`config.mk`:
```
export PLATFORM = sky130hd
export DESIGN_NAME = cache_perf_collector
export DESIGN_NICKNAME = d
export VERILOG_FILES = /design/src/rtl/cache_perf_collector.sv
export SDC_FILE = /design/constraint.sdc
export NUM_CORES = 1
export LEC_CHECK = 0
export ABC_AREA = 1
export ABC_CLOCK_PERIOD_IN_PS = 4400
export BUFFER_PORTS_ARGS = -buffer_cell sky130_fd_sc_hd__clkbuf_2
export CAP_MARGIN = 15
export CORE_MARGIN = 10
export CORE_UTILIZATION = 53
export DETAILED_ROUTE_END_ITERATION = 8
export PLACE_DENSITY = 0.78
export SYNTH_ARGS = -nofsm -noshare
export SYNTH_HDL_FRONTEND = slang
export SYNTH_SLANG_ARGS = --single-unit
```
`constraint.sdc`:
```
create_clock -name clk -period 4.4 [get_ports clk]
set_clock_uncertainty 0.15 [all_clocks]
set_input_delay 0.22 -clock clk [delete_from_list [all_inputs] [get_ports clk]]
set_output_delay 0.22 -clock clk [all_outputs]
set_load 0.1 [all_outputs]
```
`src/rtl/cache_perf_collector.sv`:
```
// Cache performance event collector: registers per-cycle handshake/strobe vectors,
// then accumulates their population counts into eight wrap-around counters.
module cache_perf_collector #(
    parameter int NUM_REQS      = 4,
    parameter int NUM_BANKS     = 2,
    parameter int PERF_CTR_BITS = 44
) (
    input  logic                     clk,
    input  logic                     reset,
    input  logic                     enable,
    input  logic                     clear,
    input  logic [NUM_REQS-1:0]      core_req_valid,
    input  logic [NUM_REQS-1:0]      core_req_ready,
    input  logic [NUM_REQS-1:0]      core_req_rw,
    input  logic [NUM_REQS-1:0]      core_rsp_valid,
    input  logic [NUM_REQS-1:0]      core_rsp_ready,
    input  logic [NUM_BANKS-1:0]     bank_miss_valid,
    input  logic [NUM_BANKS-1:0]     bank_miss_rw,
    input  logic [NUM_BANKS-1:0]     bank_stall,
    input  logic [NUM_BANKS-1:0]     mshr_stall,
    input  logic                     mem_req_valid,
    input  logic                     mem_req_ready,
    output logic [PERF_CTR_BITS-1:0] reads,
    output logic [PERF_CTR_BITS-1:0] writes,
    output logic [PERF_CTR_BITS-1:0] read_misses,
    output logic [PERF_CTR_BITS-1:0] write_misses,
    output logic [PERF_CTR_BITS-1:0] bank_stalls,
    output logic [PERF_CTR_BITS-1:0] mshr_stalls,
    output logic [PERF_CTR_BITS-1:0] mem_stalls,
    output logic [PERF_CTR_BITS-1:0] crsp_stalls
);

    localparam int RC_W = $clog2(NUM_REQS + 1);
    localparam int BC_W = $clog2(NUM_BANKS + 1);

    function automatic logic [RC_W-1:0] pop_req(input logic [NUM_REQS-1:0] v);
        logic [RC_W-1:0] c;
        c = '0;
        for (int i = 0; i < NUM_REQS; i++) begin
            c = c + RC_W'(v[i]);
        end
        return c;
    endfunction

    function automatic logic [BC_W-1:0] pop_bank(input logic [NUM_BANKS-1:0] v);
        logic [BC_W-1:0] c;
        c = '0;
        for (int i = 0; i < NUM_BANKS; i++) begin
            c = c + BC_W'(v[i]);
        end
        return c;
    endfunction

    // Stage 0: combinational event vectors formed at the inputs
    logic [NUM_REQS-1:0]  rd_p0, wr_p0, cs_p0;
    logic [NUM_BANKS-1:0] rm_p0, wm_p0, bs_p0, ms_p0;
    logic                 mm_p0;

    assign rd_p0 = core_req_valid & core_req_ready & ~core_req_rw;
    assign wr_p0 = core_req_valid & core_req_ready & core_req_rw;
    assign cs_p0 = core_rsp_valid & ~core_rsp_ready;
    assign rm_p0 = bank_miss_valid & ~bank_miss_rw;
    assign wm_p0 = bank_miss_valid & bank_miss_rw;
    assign bs_p0 = bank_stall;
    assign ms_p0 = mshr_stall;
    assign mm_p0 = mem_req_valid & ~mem_req_ready;

    // Stage 1: gated event registers; clear also flushes them so no stale cycle leaks through
    logic [NUM_REQS-1:0]  rd_p1, wr_p1, cs_p1;
    logic [NUM_BANKS-1:0] rm_p1, wm_p1, bs_p1, ms_p1;
    logic                 mm_p1;

    always_ff @(posedge clk) begin
        if (reset || clear) begin
            rd_p1 <= '0;
            wr_p1 <= '0;
            cs_p1 <= '0;
            rm_p1 <= '0;
            wm_p1 <= '0;
            bs_p1 <= '0;
            ms_p1 <= '0;
            mm_p1 <= 1'b0;
        end else begin
            rd_p1 <= rd_p0 & {NUM_REQS{enable}};
            wr_p1 <= wr_p0 & {NUM_REQS{enable}};
            cs_p1 <= cs_p0 & {NUM_REQS{enable}};
            rm_p1 <= rm_p0 & {NUM_BANKS{enable}};
            wm_p1 <= wm_p0 & {NUM_BANKS{enable}};
            bs_p1 <= bs_p0 & {NUM_BANKS{enable}};
            ms_p1 <= ms_p0 & {NUM_BANKS{enable}};
            mm_p1 <= mm_p0 & enable;
        end
    end

    // Stage 2: modulo-2^PERF_CTR_BITS accumulation, all counters in parallel
    always_ff @(posedge clk) begin
        if (reset || clear) begin
            reads        <= '0;
            writes       <= '0;
            read_misses  <= '0;
            write_misses <= '0;
            bank_stalls  <= '0;
            mshr_stalls  <= '0;
            mem_stalls   <= '0;
            crsp_stalls  <= '0;
        end else begin
            reads        <= reads        + PERF_CTR_BITS'(pop_req(rd_p1));
            writes       <= writes       + PERF_CTR_BITS'(pop_req(wr_p1));
            crsp_stalls  <= crsp_stalls  + PERF_CTR_BITS'(pop_req(cs_p1));
            read_misses  <= read_misses  + PERF_CTR_BITS'(pop_bank(rm_p1));
            write_misses <= write_misses + PERF_CTR_BITS'(pop_bank(wm_p1));
            bank_stalls  <= bank_stalls  + PERF_CTR_BITS'(pop_bank(bs_p1));
            mshr_stalls  <= mshr_stalls  + PERF_CTR_BITS'(pop_bank(ms_p1));
            mem_stalls   <= mem_stalls   + PERF_CTR_BITS'(mm_p1);
        end
    end

endmodule

```
Word-level counts from Yosys, hierarchy flattened:

Cells that the tools add are included.

* latch bits: 0
* output and inout port bits: 352
* register bits after elaboration: 373
* input bits: 34
* RAM bits: 0
* ROM bits: 0
* memories kept: 0
* logic and storage cells: 57

* shift-type cells: 0
* equal/unequal tests: 0
* bitwise logic cells: 19
* reduce and logical (&&, ||, !) cells: 1
* div/mod/pow operators: 0
* mux-type cells: 0
* multipliers: 0
* add/sub/neg operators: 21
* order comparisons: 0

Operator list (number)
* $add 44x2->44: 4
* $add 44x3->44: 3
* $add 44x1->44: 1
* $and 4x4->4: 7
* $add 1x1->2: 7
* $and 2x2->2: 6
* $add 2x1->3: 3
* $add 3x1->3: 3
* $not 4->4: 2
* $and 1x1->1: 2
* $not 2->2: 1
* $logic_or 1x1->1: 1
* $not 1->1: 1

Depth between registers and ports, before layout:

* depth in word-level cells: 4
* gate-level depth with buffers: 14
* gate-level depth less buffers: 14

Least setup slack after synthesis:

No wires, ideal clock.

* path type: register to register
* start point: register reads[0]
* end point: register reads[36]
* cell stages (with the launch flop): 13
* setup slack: 1.245 ns
* data arrival time: 2.878 ns
* period minus slack after synthesis: 3.155 ns
* setup time: 0.128 ns
* data required time: 4.122 ns
* buffers on the path: 0
* cells stage by stage: dfxtp_1 > fa_1 > inv_1 > fa_1 > inv_1 > fa_1 > nand3_2 > inv_2 > nand3_4 > nor2_8 > nand4_1 > nand2_1 > nor2_1

* word-level cells in the longest chain between the ends: 1

Ends and longest elaborated chain
* start, declared: line 23 `output logic [PERF_CTR_BITS-1:0] reads,`
* start signal, assigned: line 107 `reads <= reads + PERF_CTR_BITS'(pop_req(rd_p1));`
* $add 44x3->44: line 107

No other way between the ends.
A chain may end at the register's enable or synchronous reset.

Worst setup path after layout:

* start point: register crsp_stalls[0]
* end point: register crsp_stalls[38]

* word-level cells in the longest chain between the ends: 1

Ends and longest elaborated chain
* start, declared: line 30 `output logic [PERF_CTR_BITS-1:0] crsp_stalls`
* start signal, assigned: line 109 `crsp_stalls <= crsp_stalls + PERF_CTR_BITS'(pop_req(cs_p1));`
* $add 44x3->44: line 109

No other way between the ends.

==> qor.csv <==
metric;value;unit
Die Width;215.5;um
P per Cell Area;287.9;nW/um^2
reg-to-reg startpoint;crsp_stalls[0];
final setup vio count;0;
setup TNS;0;ps
DRT iter0 DRCs;1866;
routability cong.;0.9914;
Die ar.;46450;um^2
max cap viols;0;
CP required;4750;ps
Yosys warning count;0;
CP startpoint;crsp_stalls[0];
critical path launch point type;register;
largest cells by area after synthesis;dfxtp_1 (37%), nand2_1 (17%), nor2_1 (13%);
Chip Height;215.5;um
P_leak;0.008961;uW
drt total wl;64350;um
DRC viols;0;
R2R cell count;13;
GRT Overall Usage;26.39;%
top-area cell type share of the netlist area;36.85;%
Vias per Instance;5.256;
Root Driver;clkbuf_16;
DP HPWL;49140;um
clock sink count;373;
final net count;3661;
Setup CP Type;reg2reg;
fin crit period;2892;ps
Non-Filler Instances;4150;
post-synth net total;3229;
H-tree depth;2;
pin count of the biggest net entering global routing;118;
Peak Freq;345.8;MHz
CTS tree;yes;
CTS clk-pin slew, worst paths;60;ps
fin worst setup slack;1508;ps
Hold WC Path Type;in2reg;
placed cell count;4032;
number of synthesized flops with an enable pin;0;
Synth area leader;dfxtp_1;
RSZ-0062 raised after global routing;false;
global-route wire length before repair;102600;um
router iterations before antenna repair;6;
Crit path arrival time;3250;ps
PostCTS Resize Cnt;0;
Crit Reg-Reg Endpoint;crsp_stalls[38];
Worst Tran Pin Value;995.7;ps
Worst Path Max Fanout;11;
clock latency on the worst-skew pair;570;ps
# rows;71;
Seq/Total Area, Yosys;36.85;%
Netlist cell types;42;
synthesis-to-layout area growth;20.71;%
antenna violations before repair;2;
Final Cycle Share;65.73;%
final hold violation count;0;
reg-to-reg slack, setup;1510;ps
destination of the critical timing path;crsp_stalls[38];
via count;21810;
Core Region;37670;um^2
# fillers;3536;
Routed wire per std cell;15.51;um
post-synthesis cell count;3173;
Synth Cell Area;20260;um^2
Post-synth ARST share;0;%
dpl ws;1526;ps
share of layout cells above drive strength 1;15.84;%
Top FF cell, synth;dfxtp_1;
post-route ant nets;0;
setup bufs post-CTS;0;
CP Capture Type;register;
Ports;386;
Post-Syn Area per Cell;6.386;um^2
Initial Util;53.80;%
total gr overflow;0;
slew margin rel.;33.62;%
vias in the first global route;19650;
FF+latch count, synth;373;
final-report max-slew violation count;0;
outcome;finished clean;
TritonCTS Buffers;42;
post-cts hold buffer count;40;
maximum vdd drop;0.3024;mV
IO buf count;385;
Core Util, Final;64.94;%
CTS Buffer Depth;3;
-- per-stage QoR --
| stage | area [um^2] | hold slack (ps) | power [uW] |
|---|---|---|---|
| floorplan | 20260 | 146.1 | 3551 |
| global placement | 22700 | 238.6 | 3597 |
| detailed placement | 22700 | 237.5 | 3599 |
| CTS | 24450 | 254.8 | 7079 |
| global route | 24460 | 273.6 | 7246 |
| finish | 24460 | 262.7 | 7043 |
-- area by class of cell --
type | instances | area, um^2 | share of cell area (%)
diodes | 3 | 7.507 | 0.03069
clock buffers | 59 | 1206 | 4.931
clock inverters | 16 | 150.1 | 0.6138
inverters | 343 | 1292 | 5.284
multi-input cells | 2415 | 11330 | 46.33
flip-flops and latches | 373 | 7467 | 30.53
well taps | 511 | 639.4 | 2.614
repair buffers | 430 | 2365 | 9.668
-- routing by layer --
metal	up-vias	GRT usage [%]	wire, um
li1	10920	-	-
met1	9881	33.94	27700
met2	874	42.94	29140
met3	140	5.902	5610
met4	0	8.871	1905
met5	-	0	0
-- cell usage in the layout (no fill, tap or decap), types with 3 or more instances in the layout --
cell type	n
nand3_2	11
or2_0	3
and2_1	6
xnor2_1	17
nand3_1	177
inv_6	4
buf_4	5
ha_1	9
a21oi_1	183
clkbuf_2	385
diode_2	3
clkbuf_16	43
dlygate4sd3_1	40
xor2_1	44
inv_2	6
o21a_1	23
clkbuf_1	9
nand4_1	84
nand2_1	905
nor2_2	48
fa_1	13
nand3b_1	42
nor2_4	27
clkinv_2	8
nor3b_1	15
nor3_2	5
nand3_4	3
a31oi_1	3
nand2_2	13
clkbuf_8	7
o21ai_1	3
nor2_1	691
inv_1	334
dfxtp_1	373
o21ai_0	56
a211oi_1	3
nor3_1	21
-- synth_stat cells, types with 21 or more instances --
cell type,n
nand3_1,177
inv_1,334
o21a_1,23
nor2_1,691
a21oi_1,183
xor2_1,44
nand2_1,905
nor3_1,21
nor2_4,26
clkbuf_1,25
o21ai_0,56
nor2_2,49
nand4_1,84
nand3b_1,42
dfxtp_1,373
-- how the worst min path moves through the flow --
| stage | start | endpoint | slack, ps | cells after the start |
|---|---|---|---|---|
| 3_3_place_gp | mem_req_ready | mm_p1 | 240 | 2 |
| 3_5_place_dp | core_rsp_ready[1] | cs_p1[1] | 240 | 2 |
| 6_report | reset | mshr_stalls[43] | 260 | 5 |
| 5_1_grt | core_rsp_valid[3] | cs_p1[3] | 270 | 3 |
| 2_1_floorplan | core_rsp_ready[0] | cs_p1[0] | 150 | 1 |
| 4_1_cts | reset | bank_stalls[19] | 250 | 5 |
-- state kept, by name, summed over array words and instances (netlist names) --
register and flops:
writes 44, mshr_stalls 44, cs_p1 4, bs_p1 2, read_misses 44, mem_stalls 44, rd_p1 4, ms_p1 2
mm_p1 1, write_misses 44, wm_p1 2, bank_stalls 44, crsp_stalls 44, wr_p1 4, reads 44, rm_p1 2
-- cell families after synthesis --
group | after synthesis | share of synthesized area (%)
xor gates and xnor gates | 61 | 2.637
buffers and inverters | 385 | 7.249
adders and majority gates | 22 | 1.840
AOI/OAI and AO/OA | 272 | 7.113
DFF | 373 | 36.85
and+or+nand+nor | 2060 | 44.31
-- power by group --
part | switching (uW) | leakage, uW | total (uW) | internal (uW)
clock network | 1460 | 0.000668 | 3490 | 2040
registers | 2.36 | 0.00300 | 3380 | 3380
logic | 112 | 0.00529 | 166 | 54.2
-- critical path: stages (launching register included) --
cell and delay, ps:
dfxtp_1 330, fa_1 530, inv_1 50, fa_1 350, inv_1 90, fa_1 180
nand2_1 110, nor2_4 190, nand3_2 130, nor2_2 340, nand3b_1 150, nand2_1 80
nand2_1 40, nor2_1 110
Power figures use the tool's default switching activity.
